**src/rtl/shift_pkg.sv**
```systemverilog
// Shared definitions for the iterative right shifter.
// Holds datapath widths and the controller state type.
package shift_pkg;

    localparam int XLEN    = 32;
    localparam int SHAMT_W = 5;
    // Step-count width: must hold 0..32.
    localparam int CNT_W   = SHAMT_W + 1;

    typedef enum logic [1:0] {
        IDLE  = 2'd0,
        SHIFT = 2'd1,
        DONE  = 2'd2
    } shift_state_e;

endpackage

```
**src/rtl/shift_right_step.sv**
```systemverilog
// Combinational single-iteration right shift with a chosen fill bit.
// Ports: data (in), cnt 0..32 (in), fill (in), result (out).
import shift_pkg::*;

module shift_right_step (
    input  logic [XLEN-1:0]  data,
    input  logic [CNT_W-1:0] cnt,
    input  logic             fill,
    output logic [XLEN-1:0]  result
);

    logic [2*XLEN-1:0] wide;

    // Fill bits sit above the operand and slide into the vacated MSBs.
    always_comb begin
        wide   = {{XLEN{fill}}, data} >> cnt;
        result = wide[XLEN-1:0];
    end

endmodule

```
**src/rtl/shift_right_iter.sv**
```systemverilog
// Multi-cycle SRL/SRA shifter, STEP bit positions per clock.
// Ports: i_clk, i_rst (sync, active high); request i_valid/o_ready
// with i_data, amount, i_arith; response o_valid/i_ready with
// o_data; o_busy high while SHIFT or DONE.
// Build option: define SHIFT_RIGHT_SRA_EN to honour i_arith (SRA).
import shift_pkg::*;

module shift_right_iter #(
    parameter int STEP = 4
) (
    input  logic               i_clk,
    input  logic               i_rst,
    input  logic               i_valid,
    output logic               o_ready,
    input  logic [XLEN-1:0]    i_data,
    input  logic [SHAMT_W-1:0] amount,
    input  logic               i_arith,
    output logic               o_valid,
    input  logic               i_ready,
    output logic [XLEN-1:0]    o_data,
    output logic               o_busy
);

    localparam logic [CNT_W-1:0] STEP_C = CNT_W'(STEP);

    shift_state_e       state, state_nxt;
    logic [XLEN-1:0]    data_q;
    logic [SHAMT_W-1:0] rem;
    logic               fill_q;

    logic               fill_in;
    logic [CNT_W-1:0]   rem_w;
    logic [CNT_W-1:0]   step_cnt;
    logic [SHAMT_W-1:0] rem_nxt;
    logic [XLEN-1:0]    shifted;

`ifdef SHIFT_RIGHT_SRA_EN
    assign fill_in = i_arith & i_data[XLEN-1];
`else
    // Logical-only build: the arith request has no effect.
    assign fill_in = i_arith & 1'b0;
`endif

    // Take a full STEP when possible, otherwise finish the remainder.
    always_comb begin
        rem_w    = {1'b0, rem};
        step_cnt = (rem_w >= STEP_C) ? STEP_C : rem_w;
        rem_nxt  = rem - step_cnt[SHAMT_W-1:0];
    end

    shift_right_step u_step (
        .data   (data_q),
        .cnt    (step_cnt),
        .fill   (fill_q),
        .result (shifted)
    );

    always_ff @(posedge i_clk) begin
        if (i_rst) state <= IDLE;
        else       state <= state_nxt;
    end

    always_comb begin
        state_nxt = state;
        unique case (state)
            IDLE: begin
                if (i_valid)
                    state_nxt = (amount == '0) ? DONE : SHIFT;
            end
            SHIFT: begin
                if (rem_nxt == '0)
                    state_nxt = DONE;
            end
            DONE: begin
                if (i_ready)
                    state_nxt = IDLE;
            end
            default: state_nxt = IDLE;
        endcase
    end

    always_ff @(posedge i_clk) begin
        if (i_rst) begin
            data_q <= '0;
            rem    <= '0;
            fill_q <= 1'b0;
        end else begin
            unique case (state)
                IDLE: begin
                    if (i_valid) begin
                        data_q <= i_data;
                        rem    <= amount;
                        fill_q <= fill_in;
                    end
                end
                SHIFT: begin
                    data_q <= shifted;
                    rem    <= rem_nxt;
                end
                default: ;
            endcase
        end
    end

    assign o_ready = (state == IDLE);
    assign o_valid = (state == DONE);
    assign o_busy  = (state != IDLE);
    assign o_data  = data_q;

endmodule

```
**config.mk**
```make
export PLATFORM = sky130hd
export DESIGN_NAME = shift_right_iter
export DESIGN_NICKNAME = d
export VERILOG_FILES = /design/src/rtl/shift_pkg.sv /design/src/rtl/shift_right_step.sv /design/src/rtl/shift_right_iter.sv
export SDC_FILE = /design/constraint.sdc
export NUM_CORES = 1
export LEC_CHECK = 0
export CAP_MARGIN = 30
export CORE_UTILIZATION = 45
export DETAILED_ROUTE_END_ITERATION = 10
export GPL_TIMING_DRIVEN = 0
export PLACE_DENSITY = 0.77
export SLEW_MARGIN = 20
export SYNTH_ARGS = -nofsm -noshare
export SYNTH_HDL_FRONTEND = slang
export SYNTH_SLANG_ARGS = --single-unit
```
**constraint.sdc**
```tcl
create_clock -name i_clk -period 2.1 [get_ports i_clk]
set_input_delay 0.42 -clock i_clk [delete_from_list [all_inputs] [get_ports i_clk]]
set_output_delay 0.42 -clock i_clk [all_outputs]
set_load 0.005 [all_outputs]
```
==> results_dict.tcl, run 1 <==
set metrics [dict create \
    ant_nets 0 \
    min_period_over_period_pct 96.6 \
    hold_depth 2 \
    cp.arrival_ns 1.61 \
    vias 3528 \
    cts.htree.levels 2 \
    die_w_um 84.1 \
    critPathLaunchType "flip-flop" \
    synth_edf_count 0 \
    hold_viol 0 \
    crit_fanout 10 \
    place_area_um2 3870 \
    hpwlAfterDp_um 7130 \
    synthCells 405 \
    critical_path_class "flip-flop to output port" \
    synth_ff_type "dfxtp_1" \
    grt_max_degree 12 \
    ys_ff_latch 39 \
    rows 29 \
    finalSetupViolations 0 \
    yosys_warnings 0 \
    layout_common_cells "clkdlybuf4s50_1, nor2_1, a21oi_1, dfxtp_1, nor3_1" \
    outcome "complete, but fails checks" \
    n_antenna_cell 0 \
    core-area_um2 6420 \
    track_usage_pct 28.2 \
    gp_congestion 0.910 \
    cts_tree "yes" \
    grt_pass1_vias 3260 \
    slew_violations 0 \
    antenna_found_initial 0 \
    dieArea_um2 7080 \
    die_h_um 84.1 \
    relSlewSlack_pct 56.7 \
    syn_nets 448 \
    first_pass_iters 8 \
    fin_cells 561 \
    drv_cap 0 \
    place_ws_ns -0.389 \
    power_leakage_nw 1.45 \
    initial_core_util_pct 47.3 \
    ys_seq_area_share_pct 25.7 \
    drt-total-wl_um 10200 \
    violations "design-rule violations" \
    cts_buffer_depth 2 \
    syn_area_per_cell_um2 7.50 \
    timing.fmax_mhz 493 \
    async_flop_share_pct 0 \
    power_per_cell_area_nw_per_um2 908 \
    crit_path_end_kind "output port" \
    clockPowerShare_pct 14.9 \
    post_drt_via_cell_ratio 6.29 \
    p_int_mw 2.08 \
    io_pins 77 \
    mostFrequentLayoutCell "clkdlybuf4s50_1" \
    cts_inserted_buffers 5 \
    clock-sinks 39 \
    grt_overflow 0 \
    min_path_type "flip-flop to flip-flop" \
    p_comb_share_pct 54.9 \
    tns_ns 0 \
    io_buffers 74 \
    cts_root_buf "clkbuf_8" \
    clkTransAtPathRegs_ns 0.08 \
    dr.first_iter.drc_count 297 \
    cts_hold_buf 0 \
    reg2reg_depth 8 \
    syn2layout_area_growth_pct 32.8 \
    p_sw_share_pct 43.2 \
    final_area_um2 4030 \
    final_nets 527 \
    drive_gt1_share_pct 11.0 \
    insertion_delay_ns 0.30 \
    fin_skew_ns 0.0108 \
    worst_pin_slew_ns 0.649 \
    routedWlPerCell_um 18.3 \
    drc 12 \
    fin_ws_ns 0.0716 \
    grt_pass1_wl_um 16100 \
    fin_hold_ws_ns 0.541 \
    period_needed_ns 2.03 \
    ys_types 51 \
    p_seq_share_pct 30.2 \
    ir_drop_mv 0.429 \
    synthesis.area_um2 3040 \
    p_switching_mw 1.58 \
    placed_cells 556 \
    cp_data_required_time_ns 1.68 \
]
==> what timing repair did <==
action	in CTS	in global routing
pin swaps	3	4
gates resized for setup	13	14
setup buffers	0	1
setup endpoints to repair	10	19
cloned	0	0
==> flip-flops by register name, indices dropped and copies added, names as in the netlist <==
register  count
o_data       32
rem           5
state         2
==> area by class of cell <==
type	instances	area [um2]
fill	596	2390
tap	77	96.3
sequential	39	783
clock buffer	6	82.6
buffer	40	211
clock inverter	1	5.00
multi-input combinational	313	2070
timing repair buffer	75	748
inverter	10	37.5
==> synth_stat cells (3+ instances only) <==
master | n | area [um2]
nor2_1 | 58 | 218
a21oi_1 | 54 | 270
dfxtp_1 | 39 | 781
clkbuf_1 | 28 | 105
nor3_1 | 26 | 130
a211oi_1 | 24 | 180
mux2i_1 | 23 | 230
o31a_1 | 18 | 158
nand2_1 | 17 | 63.8
nor3b_1 | 17 | 128
buf_2 | 10 | 50.1
inv_1 | 9 | 33.8
o21ai_0 | 8 | 40.0
a221oi_1 | 5 | 43.8
nor2b_1 | 5 | 31.3
mux2_2 | 4 | 45.0
mux4_2 | 4 | 90.1
nand3_1 | 4 | 20.0
o22ai_1 | 4 | 25.0
a31oi_1 | 3 | 18.8
buf_6 | 3 | 33.8
nor3_2 | 3 | 30.0
o211ai_1 | 3 | 22.5
==> power by group through the flow <==
stage	clock (mW)	sequential [mW]	combinational [mW]
floorplan	0	1.05	1.28
global placement	0	1.09	1.88
detailed placement	0	1.09	1.92
CTS	0.545	1.09	1.95
global route	0.574	1.12	2.19
finish	0.545	1.11	2.01
==> final timing paths <==
kind,start,to,slack (ns)
worst max-delay path,state[0],o_ready,0.07
worst min-delay path,o_data[0],o_data[0],0.54
worst max register to register,rem[3],state[0],0.09
worst min register to register,o_data[0],o_data[0],0.54
==> through the flow <==
step | utilization (%) | power [mW]
6_report | 62.8 | 3.66
5_1_grt | 62.8 | 3.89
4_1_cts | 62.2 | 3.59
3_5_place_dp | 60.3 | 3.02
3_3_place_gp | 60.3 | 2.97
2_1_floorplan | - | 2.32
==> layer usage <==
| metal | GRT usage [%] | wire length, um | up-vias |
|---|---|---|---|
| met2 | 44.8 | 4760 | 202 |
| met5 | 0 | 0 | - |
| met3 | 4.72 | 893 | 20 |
| met1 | 38.5 | 4430 | 1647 |
| li1 | - | - | 1659 |
| met4 | 10.5 | 157 | 0 |
==> critical path, cell delays in order (launching register included) <==
cell and delay, ns:
dfxtp_2 0.37, clkbuf_4 0.21, nor2_2 0.20, clkdlybuf4s50_1 0.53
==> logic make-up (layout without fill, tap and decap cells) <==
kind of cell | after synthesis | count (layout) | synth area share, %
other | 1 | 1 | 0.123
and+or+nand+nor | 138 | 138 | 22.4
xor gates and xnor gates | 2 | 2 | 0.577
adders and majority gates | 1 | 1 | 0.412
DFF | 39 | 39 | 25.7
buffers and inverters | 53 | 132 | 7.70
AOI/OAI and AO/OA | 140 | 140 | 31.1
muxes | 31 | 31 | 12.0
Note: power is estimated with default switching activity, not from simulation.
==> run 2: changes to the inputs <==
--- a/config.mk
+++ b/config.mk
@@ -8,4 +8,5 @@
 export CAP_MARGIN = 30
 export CORE_UTILIZATION = 45
+export CTS_BUF_LIST = sky130_fd_sc_hd__clkbuf_4 sky130_fd_sc_hd__clkbuf_8 sky130_fd_sc_hd__clkbuf_16
 export DETAILED_ROUTE_END_ITERATION = 10
 export GPL_TIMING_DRIVEN = 0
==> constraint.sdc (replaced) <==
create_clock -name i_clk -period 2.1 [get_ports i_clk]
set_input_delay 0.315 -clock i_clk [delete_from_list [all_inputs] [get_ports i_clk]]
set_output_delay 0.315 -clock i_clk [all_outputs]
set_load 0.005 [all_outputs]
==> results_dict.tcl, run 2 (synthesis results as in run 1) <==
set metrics [dict create \
    initial_core_util_pct 47.3 \
    rows 29 \
    routedWlPerCell_um 18.1 \
    grt_pass1_wl_um 16100 \
    fin_util_pct 62.8 \
    ant_nets 0 \
    cts_inserted_buffers 5 \
    die_w_um 84.1 \
    layout_common_cells "clkdlybuf4s50_1, nor2_1, a21oi_1, dfxtp_1, nor3_1" \
    io_pins 77 \
    first_pass_iters 8 \
    largest_reg_flops 32 \
    place_ws_ns -0.389 \
    n_antenna_cell 0 \
    fin_ws_ns 0.0468 \
    min_period_over_period_pct 97.8 \
    hpwlAfterDp_um 7130 \
    drc 12 \
    cp_data_required_time_ns 1.78 \
    slew_violations 0 \
    ir_drop_mv 0.401 \
    cp.arrival_ns 1.74 \
    critPathLaunchType "flip-flop" \
    fin_skew_ns 0.0111 \
    period_needed_ns 2.05 \
    cts_tree "yes" \
    vias 3539 \
    finalSetupViolations 0 \
    grt_max_degree 12 \
    cts_root_buf "clkbuf_8" \
    min_path_type "primary input to flip-flop" \
    dr.first_iter.drc_count 236 \
    drive_gt1_share_pct 10.3 \
    gp_congestion 0.910 \
    hold_viol 0 \
    critical_path_class "flip-flop to output port" \
    worst_pin_slew_ns 0.652 \
    antenna_found_initial 0 \
    clkTransAtPathRegs_ns 0.07 \
    final_nets 527 \
    final_area_um2 4040 \
    timing.fmax_mhz 487 \
    cts.htree.levels 2 \
    grt_pass1_vias 3262 \
    clock-sinks 39 \
    power_leakage_nw 1.45 \
    mostFrequentLayoutCell "clkdlybuf4s50_1" \
    die_h_um 84.1 \
    post_drt_via_cell_ratio 6.31 \
    core-area_um2 6420 \
    dieArea_um2 7080 \
    crit_fanout 10 \
    drt-total-wl_um 10200 \
    violations "design-rule violations" \
    place_area_um2 3870 \
    fin_cells 561 \
    insertion_delay_ns 0.30 \
    io_buffers 74 \
    cts_buffer_depth 2 \
    grt_overflow 0 \
    total_power_mw 3.66 \
    drv_cap 0 \
    syn2layout_area_growth_pct 32.9 \
    placed_cells 556 \
    outcome "complete, but fails checks" \
    crit_path_end_kind "output port" \
    power_per_cell_area_nw_per_um2 908 \
    relSlewSlack_pct 56.5 \
    track_usage_pct 28.2 \
    fillers 590 \
]
run 2: cell types whose count changed in the layout (fill, tap and decap cells not counted), sizes merged:
| cell | before | now |
|---|---|---|
| buf | 17 | 16 |
| clkbuf | 30 | 31 |
run 2: routing by layer:
metal / track usage (%) / part of all wire (%)
met4: 9.87 / 1.3
met5: 0 / 0
met3: 4.62 / 9.5
met1: 38.5 / 43
met2: 45.0 / 47
run 2: power breakdown:
part | internal, mW | total, mW | switching [mW]
logic | 0.948 | 2.01 | 1.06
registers | 0.876 | 1.10 | 0.229
clock network | 0.259 | 0.549 | 0.290
total | 2.08 | 3.66 | 1.58
run 2: worst max-delay path, cell delays in order (launching register included):
cell,delay [ns]
dfxtp_1,0.50
clkbuf_4,0.29
nor2_1,0.10
inv_1,0.06
clkdlybuf4s50_1,0.49
run 2: worst paths after layout:
check,from,endpoint,slack [ns],cells after the start
hold reg to reg,o_data[0],o_data[0],0.54,2
hold / removal,i_valid,state[0],0.52,3
setup / recovery,state[0],o_busy,0.05,4
setup reg to reg,rem[3],state[0],0.08,8
run 2: timing repair:
item	4_1_cts	5_1_grt
pin swaps	3	4
endpoints found under the setup margin	10	18
hold buffers	0	0
cloned	0	0
gates resized for setup	13	13
buffers inserted	0	1
run 2: layout make-up:
cell class	count	area (um2)	area share (%)
inverter	10	37.5	0.930
buffer	40	218	5.39
timing repair buffer	75	748	18.5
multi-input combinational	313	2070	51.2
clock buffer	6	82.6	2.05
sequential	39	782	19.4
tap	77	96.3	2.39
clock inverter	1	5.00	0.124
run 2: stage by stage:
stage	hold slack (ns)	setup TNS [ns]
floorplan	0.462	0
global placement	0.503	-1.58
detailed placement	0.515	-1.81
CTS	0.507	-0.0217
global route	0.567	-0.00421
finish	0.520	0
